<file path="src/rtl/dmem_arbiter.sv">
// Two-requester arbiter/sequencer for the data memory port: grant in IDLE, one-cycle access in ISSUE, registered readdata/rvalid next cycle.
// Macro DMEM_ARB_RR_EN selects round-robin arbitration; without it requester 0 has fixed priority.
module dmem_arbiter #(
  parameter int ADDRESS_WIDTH = 32,
  parameter int DATA_WIDTH    = 32
) (
  input  logic                     clk,
  input  logic                     rst,
  input  logic                     req0,
  input  logic                     req1,
  output logic                     gnt0,
  output logic                     gnt1,
  input  logic [ADDRESS_WIDTH-1:0] a0,
  input  logic [ADDRESS_WIDTH-1:0] a1,
  input  logic                     we0,
  input  logic                     we1,
  input  logic [DATA_WIDTH-1:0]    writedata0,
  input  logic [DATA_WIDTH-1:0]    writedata1,
  input  logic [2:0]               memcontrol0,
  input  logic [2:0]               memcontrol1,
  output logic                     rvalid0,
  output logic                     rvalid1,
  output logic [DATA_WIDTH-1:0]    readdata0,
  output logic [DATA_WIDTH-1:0]    readdata1,
  output logic [ADDRESS_WIDTH-1:0] mem_a,
  output logic                     mem_we,
  output logic [DATA_WIDTH-1:0]    mem_writedata,
  output logic [2:0]               mem_memcontrol,
  input  logic [DATA_WIDTH-1:0]    mem_readdata,
  output logic                     busy
);

  typedef enum logic {IDLE, ISSUE} state_t;

  state_t state;
  logic   lat_id;
  logic   win1;
  logic   any_req;

  assign any_req = req0 | req1;

`ifdef DMEM_ARB_RR_EN
  logic ptr;
  // ptr=1 means requester 1 wins a tie
  assign win1 = req1 & (~req0 | ptr);
`else
  assign win1 = req1 & ~req0;
`endif

  assign gnt0 = (state == IDLE) & ~rst & req0 & ~win1;
  assign gnt1 = (state == IDLE) & ~rst & win1;
  assign busy = (state == ISSUE);

  // mem_we is a register cleared by the async reset, so a reset mid-ISSUE kills the write before the edge
  always_ff @(posedge clk or posedge rst) begin
    if (rst) begin
      state          <= IDLE;
      lat_id         <= 1'b0;
      mem_a          <= '0;
      mem_we         <= 1'b0;
      mem_writedata  <= '0;
      mem_memcontrol <= 3'b010;
      rvalid0        <= 1'b0;
      rvalid1        <= 1'b0;
      readdata0      <= '0;
      readdata1      <= '0;
`ifdef DMEM_ARB_RR_EN
      ptr            <= 1'b0;
`endif
    end else begin
      rvalid0 <= 1'b0;
      rvalid1 <= 1'b0;
      case (state)
        IDLE: begin
          if (any_req) begin
            lat_id         <= win1;
            mem_a          <= win1 ? a1 : a0;
            mem_we         <= win1 ? we1 : we0;
            mem_writedata  <= win1 ? writedata1 : writedata0;
            mem_memcontrol <= win1 ? memcontrol1 : memcontrol0;
            state          <= ISSUE;
`ifdef DMEM_ARB_RR_EN
            ptr            <= ~win1;
`endif
          end
        end
        ISSUE: begin
          mem_we <= 1'b0;
          if (lat_id) begin
            readdata1 <= mem_readdata;
            rvalid1   <= 1'b1;
          end else begin
            readdata0 <= mem_readdata;
            rvalid0   <= 1'b1;
          end
          state <= IDLE;
        end
        default: state <= IDLE;
      endcase
    end
  end

endmodule

</file>
<file path="config.mk">
export PLATFORM = sky130hd
export DESIGN_NAME = dmem_arbiter
export DESIGN_NICKNAME = d
export VERILOG_FILES = /design/src/rtl/dmem_arbiter.sv
export SDC_FILE = /design/constraint.sdc
export NUM_CORES = 1
export LEC_CHECK = 0
export BUFFER_PORTS_ARGS = -buffer_cell sky130_fd_sc_hd__buf_2
export CAP_MARGIN = 40
export CORE_AREA = 2 2 120 122
export DETAILED_ROUTE_END_ITERATION = 8
export DIE_AREA = 0 0 122 124
export PLACE_DENSITY = 0.79
export SYNTH_ARGS = -nofsm -noshare
export SYNTH_HDL_FRONTEND = slang
export SYNTH_SLANG_ARGS = --single-unit
export TNS_END_PERCENT = 30
</file>
<file path="constraint.sdc">
create_clock -name clk -period 12.4 [get_ports clk]
set_input_delay 1.86 -clock clk [delete_from_list [all_inputs] [get_ports clk]]
set_output_delay 1.86 -clock clk [all_outputs]
set_load 0.005 [all_outputs]
</file>
* Word-level counts from Yosys, hierarchy flattened
Index checks and enable logic that the tools add are counted.
W data, S select, Z words.
** Cells by class
- $add $sub $neg :: 0
- $mul :: 0
- Divide/modulo/power cells :: 0
- Order comparisons :: 0
- Equal/unequal tests :: 1
- Shifts and indexed selects :: 0
- Mux-type cells :: 12
- Bitwise operators :: 11
- Reduce and logical (&&, ||, !) cells :: 3
** Operators by type and width (number)
- $mux W32 :: 2
- $mux W1 :: 7
- $reduce_and A2 Y1 :: 3
- $and A1 B1 Y1 :: 5
- $not A1 Y1 :: 5
- $pmux W1 S2 :: 2
- $mux W3 :: 1
- $ne A2 B2 Y1 const B :: 1
- $or A1 B1 Y1 :: 1
** Storage, ports and cells
- Register bits :: 136
- Latch bits :: 0
- Memory bits (writable) :: 0
- Memory bits (read-only) :: 0
- Input port bits :: 172
- Memories :: 0

* Depth between registers and ports, before layout
- Depth after elaboration :: 5
- Mapped depth :: 5
- Gate-level depth less buffers :: 3

* Worst setup path before layout
No wires, ideal clock.
- Kind :: input-to-output
- Start :: input req0
- End :: output gnt0
- Arrival time :: 2343 ps
- Slack :: 8197 ps
- Stages on the path :: 4
- Cell sequence :: nand2b_1 -> buf_4 -> buf_6 -> nor2_1
** Between the ends
- Longest elaborated chain between the ends :: 4
- Elaborated cells on any way between the ends :: 5
** RTL lines
- start: declaration :: RTL line 9 : input logic req0,
- $not A1 Y1 :: RTL line 47 : assign win1 = req1 & ~req0;
- $and A1 B1 Y1 :: RTL line 47
- $not A1 Y1 :: RTL line 50 : assign gnt0 = (state == IDLE) & ~rst & req0 & ~win1;
- $and A1 B1 Y1 (*) :: RTL line 50
- end: declaration :: RTL line 11 : output logic gnt0,
Mark *: on every way between the ends. The rest lies on a longest branch, timed or not.

* Worst setup path in the final report
- Start :: input req0
- End :: output gnt1
** Between the ends
- Longest elaborated chain between the ends :: 3
** RTL lines
- $not A1 Y1 :: RTL line 47
- $and A1 B1 Y1 :: RTL line 47
- $and A1 B1 Y1 :: RTL line 51 : assign gnt1 = (state == IDLE) & ~rst & win1;
- end: declaration :: RTL line 12 : output logic gnt1,
No other way between the ends.

==> summary.md <==
| Metric | Value |
|---|---|
| Clock power frac | 0.315 |
| Final setup violation count | 0 |
| Number of antenna violations at the first check in global routing | 2 |
| Register-to-register setup slack | 10.12 ns |
| Startpoint of the lowest-slack register-to-register path | busy |
| Boundary pin count | 309 |
| Total negative slack for setup checks | 0 ns |
| Depth of the critical timing path with buffers and inverters included | 4 |
| Resized cells post-CTS | 0 |
| Top area cells in the synthesized netlist | sky130_fd_sc_hd__dfrtp_1 (53%), sky130_fd_sc_hd__nor3_2 (7.6%), sky130_fd_sc_hd__nor3_1 (6.6%), sky130_fd_sc_hd__mux2_2 (6.4%), sky130_fd_sc_hd__o22ai_2 (5.7%) |
| Total Nets Final | 991 |
| Clock Latency Late Sink | 0.41 ns |
| Critical-path cell list | buf_2 > buf_4 > nor3b_1 > buf_2 |
| Count of routing violations after the opening detailed-route iteration | 220 |
| Power, Total | 1500 µW |
| Launching instance or port of the critical path | req0 |
| Worst reg-to-reg path cell count | 4 |
| Ranking of synthesized cells by instance count | sky130_fd_sc_hd__dfrtp_1 (135), sky130_fd_sc_hd__nor3_1 (84), sky130_fd_sc_hd__nor2_1 (69) |
| Cells after Synth | 526 |
| Mean post-synth cell area | 12.1 µm² |
| Sequential Power Share | 0.428 |
| Fraction of post-synthesis cell area in the top cell type by area | 0.532 |
| Post-detailed-route DRC marker count | 0 |
| Global-route congestion overflow total | 0 |
| Wire length of the first global-routing pass | 27.1 mm |
| Arrival time worst endpoint | 2.53 ns |
| Internal power | 1050 µW |
| Tcrit/Tclk final | 0.354 |
| Part of the Yosys area used for sequential elements | 0.536 |
| Net switching power | 451 µW |
| Library cell with the largest summed area after synthesis | sky130_fd_sc_hd__dfrtp_1 |
| Post-synth net total | 698 |
| Time the worst path needs with I/O delays and setup | 4.39 ns |
| Endpoint of the lowest-slack register-to-register path | mem_writedata[7] |
| Number of enable flip-flop cells after synthesis | 0 |
| Total of warnings raised by yosys | 0 |
| Share of post-route cells with drive strength above 1 | 0.564 |
| Maximum cell stage delay along the critical path | 0.23 ns |
| Top FF cell, synth | sky130_fd_sc_hd__dfrtp_1 |
| Floorplan row count | 43 |
| Clock Root Buffer | sky130_fd_sc_hd__clkbuf_16 |
| Max-slew violations | 0 |
| Asr flop ratio synth | 1.00 |
| Clk slew on worst S/H paths | 0.06 ns |
| Post-CTS Hold Fix Bufs | 0 |
| Die width | 122 µm |
| Count of buffers added by post-CTS timing repair for setup | 0 |
| Worst slew margin relative to its limit | 0.479 |
| Vias after detailed routing | 5314 |
| Fin Clk Skew | 0.00789 ns |
| Average wire per cell in the routed design | 17.2 µm |
| Highest fanout seen on the critical path | 36 |
| Hold crit path type | reg2reg |
| Maximum number of pins on one net before global-route repair | 71 |
| Gp weighted congestion | 0.821 |
| Number of maximum-capacitance constraint violations | 0 |
| Net switching share of the total power | 0.301 |
| Portion of total power attributed to combinational logic | 0.258 |
| IO Port Bufs | 308 |
| Post-Syn Area | 6350 µm² |
| Library cells used by synthesis | 27 |
| RSZ-0062 raised after global routing | false |
| Highest clock rate | 228 MHz |
| IR drop worst, VDD | 0.0820 mV |
| Number of hold-slack violations in the final timing report | 0 |
| CP required | 10.54 ns |
| Leak Pwr | 0.00386 µW |
| Cell seen most often among critical-path stages | sky130_fd_sc_hd__buf_2 |
| WL final | 17.4 mm |
| HPWL after DPL | 12.1 mm |
| #FFs+latches synth | 136 |
| Full die area | 15100 µm² |
| Overall Global Routing Usage | 0.231 |
| Clock tree from TritonCTS | built |
| Growth of design area from synthesis to finish | 33.5% |
| Cell with the most instances after synthesis | sky130_fd_sc_hd__dfrtp_1 |
| Buf/Inv on CP | 3 |
| Cell area power density | 176 nW/µm² |
| Total number of clock tree sinks | 136 |
| Family with the most delay on the worst path | buffers and inverters |
| Capture point of the critical path | gnt1 |
| Vias in the first global route | 5304 |
| Result of the run | finished clean |
| Clock Path Buffers | 2 |
| Placeable Area | 13700 µm² |
| Avg Vias per Cell | 5.25 |
| TritonCTS Buffers | 17 |
| Crit Path Class | in2out |
| Worst-margin pin slew | 0.782 ns |
| Count of nets left with antenna violations after detail routing | 0 |
| Chip Height | 124 µm |
| Number of levels the H-tree was split into | 4 |
| Type of element capturing the critical path | primary output |
| Filler Cell Count | 1141 |
| Detailed-router iteration count before antenna repair | 4 |
| Cell with the biggest individual delay on the critical path | sky130_fd_sc_hd__buf_4 |
| Worst setup SP type | input port |
| Effective utilization at floorplan | 0.463 |
-- state kept, by name, summed over array words and instances (netlist names) --
name	count
mem_writedata	32
mem_memcontrol	3
rvalid1	1
readdata1	32
readdata0	32
lat_id	1
busy	1
mem_a	32
rvalid0	1
mem_we	1
-- per-stage QoR --
stage | util | hold WS (ns) | area, µm² | worst slack, ns | cells
2_1_floorplan | - | 0.477 | 6350 | 6.90 | 526
3_3_place_gp | 0.572 | 0.468 | 7850 | 8.01 | 977
3_5_place_dp | 0.577 | 0.478 | 7920 | 8.00 | 980
4_1_cts | 0.618 | 0.497 | 8480 | 8.00 | 1012
5_1_grt | 0.618 | 0.506 | 8480 | 7.93 | 1013
6_report | 0.618 | 0.489 | 8480 | 8.01 | 1013
-- power groups by stage --
stage               sequential, µW  combinational (µW)  clock [µW]
finish                         640                 386         471
detailed placement             644                 390           0
global route                   654                 427         504
floorplan                      646                 193           0
global placement               637                 377           0
CTS                            640                 393         479
-- per-layer routing --
layer	GRT usage	up-vias	part of all wire
met5	0	-	0.00092
met4	0.0855	2	0.017
met3	0.0646	25	0.069
met2	0.400	217	0.51
met1	0.276	2604	0.40
li1	-	2466	-
-- final cells by class --
| type | count | area, µm² | share of cell area |
|---|---|---|---|
| flip-flops and latches | 136 | 3410 | 0.402 |
| multi-input cells | 344 | 2620 | 0.309 |
| repair buffers | 316 | 1650 | 0.194 |
| clock buffers | 18 | 429 | 0.0506 |
| well taps | 180 | 225 | 0.0266 |
| clock inverters | 14 | 126 | 0.0149 |
| inverters | 4 | 20.0 | 0.00236 |
| diodes | 1 | 2.50 | 0.000295 |
-- worst min-delay path by stage --
| stage | start | cells after the start | endpoint |
|---|---|---|---|
| after detailed placement | readdata0[26] | 1 | readdata0[26] |
| after global routing | readdata0[5] | 1 | readdata0[5] |
| after CTS | readdata0[22] | 1 | readdata0[22] |
| final | readdata0[24] | 1 | readdata0[24] |
| after floorplan | lat_id | 1 | lat_id |
| after global placement | readdata0[31] | 1 | readdata0[31] |
-- cell usage in the layout (no fill, tap or decap), types with 2 or more instances in the layout --
master,count
sky130_fd_sc_hd__inv_6,2
sky130_fd_sc_hd__clkinv_2,4
sky130_fd_sc_hd__nand2b_2,2
sky130_fd_sc_hd__buf_4,5
sky130_fd_sc_hd__dfrtp_1,134
sky130_fd_sc_hd__nor3_1,84
sky130_fd_sc_hd__buf_2,308
sky130_fd_sc_hd__buf_12,2
sky130_fd_sc_hd__o22ai_1,7
sky130_fd_sc_hd__nor3_2,48
sky130_fd_sc_hd__clkinvlp_4,4
sky130_fd_sc_hd__clkbuf_16,17
sky130_fd_sc_hd__nor3b_1,31
sky130_fd_sc_hd__mux2_1,29
sky130_fd_sc_hd__inv_1,2
sky130_fd_sc_hd__nor2_1,69
sky130_fd_sc_hd__mux2_2,36
sky130_fd_sc_hd__o22ai_2,29
sky130_fd_sc_hd__clkinv_4,3
-- cell families after synthesis --
family	count (synthesis)	share of synthesized area
mux	66	0.117
flops	136	0.536
buf+inv	46	0.0522
simple gates	238	0.226
compound gates	40	0.0690
Power figures use the tool's default switching activity.
